==> src/rtl/seq_uart_dump.sv <==
// Snapshots the STEPS x 4-bit step pattern on start and streams it as one ASCII line
// ("S:" + hex digits + CR LF) over the txdata/txclk/txready UART port. Optional: SEQ_DUMP_SEP_EN.
`timescale 1ns/1ps
module seq_uart_dump #(
  parameter int STEPS     = 8,
  parameter int BUSY_WAIT = 16
) (
  input  logic                 clk,
  input  logic                 rst,
  input  logic                 start,
  input  logic [4*STEPS-1:0]   seq_flat,
  input  logic                 txready,
  output logic [7:0]           txdata,
  output logic                 txclk,
  output logic                 busy,
  output logic                 done
);
  localparam int IW = $clog2(2*STEPS+4);
  localparam int WW = $clog2(BUSY_WAIT+1);
`ifdef SEQ_DUMP_SEP_EN
  localparam int LEN = 2*STEPS+3;
`else
  localparam int LEN = STEPS+4;
`endif
  localparam logic [IW-1:0] LAST    = IW'(LEN-1);
  localparam logic [IW-1:0] LAST_CR = IW'(LEN-2);
  localparam logic [WW-1:0] WAIT_MAX = WW'(BUSY_WAIT-1);

  typedef enum logic [2:0] {IDLE, SEND, WAIT_LOW, WAIT_HIGH, FIN} state_t;

  state_t             state, state_d;
  logic [IW-1:0]      idx, idx_d, d;
  logic [WW-1:0]      wcnt, wcnt_d;
  logic [4*STEPS-1:0] snap, snap_d;
  logic [7:0]         txdata_d, cur_byte;
  logic [3:0]         nib;
  logic               txclk_d, busy_d, done_d;

  function automatic logic [7:0] hex_digit(input logic [3:0] n);
    return (n < 4'd10) ? (8'h30 + {4'h0, n}) : (8'h37 + {4'h0, n});
  endfunction

  // Byte at the current line position, derived from the snapshot.
  always_comb begin
    d        = idx - IW'(2);
`ifdef SEQ_DUMP_SEP_EN
    nib      = 4'(snap >> {d[IW-1:1], 2'b00});
`else
    nib      = 4'(snap >> {d, 2'b00});
`endif
    cur_byte = hex_digit(nib);
    if (idx == '0)              cur_byte = 8'h53;
    else if (idx == IW'(1))     cur_byte = 8'h3A;
    else if (idx == LAST_CR)    cur_byte = 8'h0D;
    else if (idx == LAST)       cur_byte = 8'h0A;
`ifdef SEQ_DUMP_SEP_EN
    else if (d[0])              cur_byte = 8'h20;
`endif
  end

  always_comb begin
    state_d  = state;
    idx_d    = idx;
    snap_d   = snap;
    wcnt_d   = wcnt;
    txdata_d = txdata;
    txclk_d  = 1'b0;
    busy_d   = busy;
    done_d   = 1'b0;
    case (state)
      IDLE: if (start) begin
        snap_d  = seq_flat;
        idx_d   = '0;
        busy_d  = 1'b1;
        state_d = SEND;
      end
      SEND: if (txready) begin
        txdata_d = cur_byte;
        txclk_d  = 1'b1;
        wcnt_d   = '0;
        state_d  = WAIT_LOW;
      end
      // A UART that never drops ready must not hang the line: time out after BUSY_WAIT.
      WAIT_LOW: begin
        if (!txready || wcnt >= WAIT_MAX) state_d = WAIT_HIGH;
        else                              wcnt_d  = wcnt + WW'(1);
      end
      WAIT_HIGH: if (txready) begin
        if (idx == LAST) state_d = FIN;
        else begin
          idx_d   = idx + IW'(1);
          state_d = SEND;
        end
      end
      FIN: begin
        done_d  = 1'b1;
        busy_d  = 1'b0;
        state_d = IDLE;
      end
      default: state_d = IDLE;
    endcase
  end

  always_ff @(posedge clk or posedge rst) begin
    if (rst) begin
      state  <= IDLE;
      idx    <= '0;
      snap   <= '0;
      wcnt   <= '0;
      txdata <= 8'h00;
      txclk  <= 1'b0;
      busy   <= 1'b0;
      done   <= 1'b0;
    end else begin
      state  <= state_d;
      idx    <= idx_d;
      snap   <= snap_d;
      wcnt   <= wcnt_d;
      txdata <= txdata_d;
      txclk  <= txclk_d;
      busy   <= busy_d;
      done   <= done_d;
    end
  end
endmodule

==> config.mk <==
export PLATFORM = sky130hd
export DESIGN_NAME = seq_uart_dump
export DESIGN_NICKNAME = d
export VERILOG_FILES = /design/src/rtl/seq_uart_dump.sv
export SDC_FILE = /design/constraint.sdc
export NUM_CORES = 1
export LEC_CHECK = 0
export ABC_AREA = 1
export CORE_MARGIN = 10
export CORE_UTILIZATION = 34
export CTS_CLUSTER_SIZE = 20
export DETAILED_ROUTE_END_ITERATION = 8
export MAX_ROUTING_LAYER = met4
export REMOVE_ABC_BUFFERS = 1
export SETUP_SLACK_MARGIN = 0.2
export SYNTH_ARGS = -nofsm -noshare
export SYNTH_HDL_FRONTEND = slang
export SYNTH_SLANG_ARGS = --single-unit
==> constraint.sdc <==
create_clock -name clk -period 1.9 [get_ports clk]
set_input_delay 0.57 -clock clk [delete_from_list [all_inputs] [get_ports clk]]
set_output_delay 0.57 -clock clk [all_outputs]
set_load 0.03 [all_outputs]
==> metrics <==
initial antenna violation count 0; final hold vios 0; RSZ-0062 raised after global routing yes; WL met1 3.42 mm; Critical Path Start idx[1]; Die X 112 um; CTS H-tree lvls 2; Max Cap Viol 0; via count 2594; Setup TNS 0 ns; max layer used met4; PD cells 1680 nW/um^2; CTS Buf Count 5; vias in the first global route 2588; DR WL/cell 12.5 um; FMAX 545 MHz; GRT Residual Overflow 0; WL met3 162 um; Final min period 1.83 ns; final setup fails 0; deepest clock path buffer count 2; Die H 112 um; Clock Latency Late Sink 0.30 ns; critical path required time 2.14 ns; status finished, final reports clean; Post-DRT Antenna Nets 0; root buf cell clkbuf_8; Reg area 1380 um^2; met2 WL 3.35 mm; Area Overhead vs Synth 35.9%; cell area after synthesis 2900 um^2; Mean Syn Cell Area 7.78 um^2; RR Startpoint idx[1]; post-synth cell types 33; first-pass GRT wire length 11.9 mm; core box area 8260 um^2; CP Max Fanout 12; # clock sinks 55; routed wire length 7.03 mm; fraction of the cycle the final worst path needs 96.6%; TritonCTS clock tree yes; ANT cells 0; leakage 0.00196 uW; final slew viol count 0; All-Layer GR Usage 11.3%; synth warn 0; port bufs 45; Layout Cells excl Fill 560; worst hold path startpoint txdata[2]; skew final 0.00972 ns; post-route cell area 3940 um^2; die area 12600 um^2; WHS 0.481 ns; Initial Util 35.1%; Clock transition at path regs 0.10 ns; DR iter-0 viols 95; # DRC 0; area of the multi-input gates 1350 um^2; largest net degree at the start of global routing 56; drt pass-1 iters 4; Critical Path AT 2.07 ns; DP Area 3640 um^2; dpl cells 538; post-synthesis register bit count 55; maximum vdd drop 0.000622 V; Startpoint Class register; Worst setup EP type register; Nets 499; Fillers 838; DR vias/cell 4.63; row count 33; post-synthesis sequential area ratio 47.5%; Power, Total 6620 uW; DP HPWL 5.07 mm; CP Class register to register; Worst Hold Class register to register; I/O pin cnt 47; Syn Inst Count 373; layout cells sized above 1 19.6%; RePlAce Congestion 0.815
-- critical path: stages (launching register included) --
cell and delay (ns):
dfrtp_1 0.40, buf_4 0.19, ha_1 0.24, nand4_2 0.11, nor2_1 0.05, nor2_1 0.12, nand2_1 0.09, nand2_1 0.09
inv_2 0.06, nor3_2 0.13, nand2_1 0.09, nand2_1 0.06, nand2_1 0.04, nor2_1 0.09
-- state kept, by name (all words and copies together) (netlist names) --
register / flops
snap: 32
txdata: 7
idx: 5
wcnt: 5
state: 3
busy: 1
done: 1
txclk: 1
-- cell type report --
type | count | share of cell area [%]
clock buffer | 7 | 2.19
clock inverter | 1 | 0.222
tap | 105 | 3.33
timing repair buffer | 86 | 20.1
inverter | 51 | 5.05
sequential | 55 | 34.9
multi-input combinational | 255 | 34.2
-- power breakdown --
part	total (uW)	switching [uW]	internal (uW)
Combinational	4020	2320	1700
Sequential	1920	252	1670
Clock	680	381	300
Total	6620	2950	3670
-- per-stage QoR --
| stage | setup WS, ns | util (%) |
|---|---|---|
| final | 0.0653 | 47.7 |
| after global routing | -0.0971 | 47.7 |
| after CTS | 0.0302 | 46.3 |
| after detailed placement | -0.134 | 44.1 |
| after global placement | -0.0885 | 44.1 |
| after floorplan | -0.227 | - |
-- synth_stat cells (all sizes together) --
cell	n	share of area [%]
nand2	120	16
dfrtp	55	47
inv	50	6.6
nand3	34	6.4
o21ai	34	5.9
nor2	28	4.5
a21oi	12	2.2
ha	9	3.9
buf	6	2.0
clkbuf	6	0.78
nor3	6	1.4
o211ai	3	0.78
nand4	2	0.65
a22o	1	0.30
a31oi	1	0.22
clkinv	1	0.13
conb	1	0.13
nor3b	1	0.26
o22ai	1	0.22
o31ai	1	0.26
xor2	1	0.30
-- cell families (layout without fill, tap and decap cells) --
family                   after synthesis  after routing  synth area share (%)
AO/OA/AOI/OAI                         53             53                  9.84
buffers and inverters                 63            145                  9.45
adder cells (fa/ha/maj)                9              9                  3.88
other                                  1              1                 0.129
AND/OR/NAND/NOR                      191            191                  28.9
XOR/XNOR                               1              1                 0.302
flip-flops                            55             55                  47.5
-- layer usage --
layer	GRT usage, %	vias to the layer above
li1	-	1336
met1	14.3	1218
met2	18.1	33
met3	1.65	7
met4	3.64	0
met5	-	-
-- final timing paths --
kind                                  end  slack (ns)  cells after the start
worst max-delay path               idx[4]        0.07                     13
worst min-delay path            txdata[2]        0.48                      2
worst min register to register  txdata[2]        0.48                      2
worst max register to register     idx[4]        0.07                     13
min in group asynchronous        snap[26]        0.63                      3
max in group asynchronous          idx[0]        1.02                      3
-- timing repair --
item | 4_1_cts | 5_1_grt
hold buffers | 0 | 0
pin swaps | 8 | 11
setup endpoints to repair | 27 | 20
hold endpoints to repair | 0 | 0
buffers inserted | 7 | 7
gates resized for setup | 21 | 21
-- placed cells by master (no fill, tap or decap), types with 2 or more instances in the layout --
cell,instances
a21oi_1,10
nor3_1,2
a21oi_2,2
dfrtp_1,54
nor2_4,4
inv_2,7
o211ai_1,3
nand2_4,2
dlygate4sd2_1,9
nor2_2,4
clkbuf_8,6
o21ai_1,4
clkdlybuf4s50_1,35
ha_4,2
nand2_1,113
buf_12,3
o21ai_0,29
nand2_2,5
inv_1,41
ha_1,5
nand3_1,31
nand3_2,2
ha_2,2
buf_4,36
nor2_1,20
buf_6,2
nor3_2,4
Power figures use the tool's default switching activity.
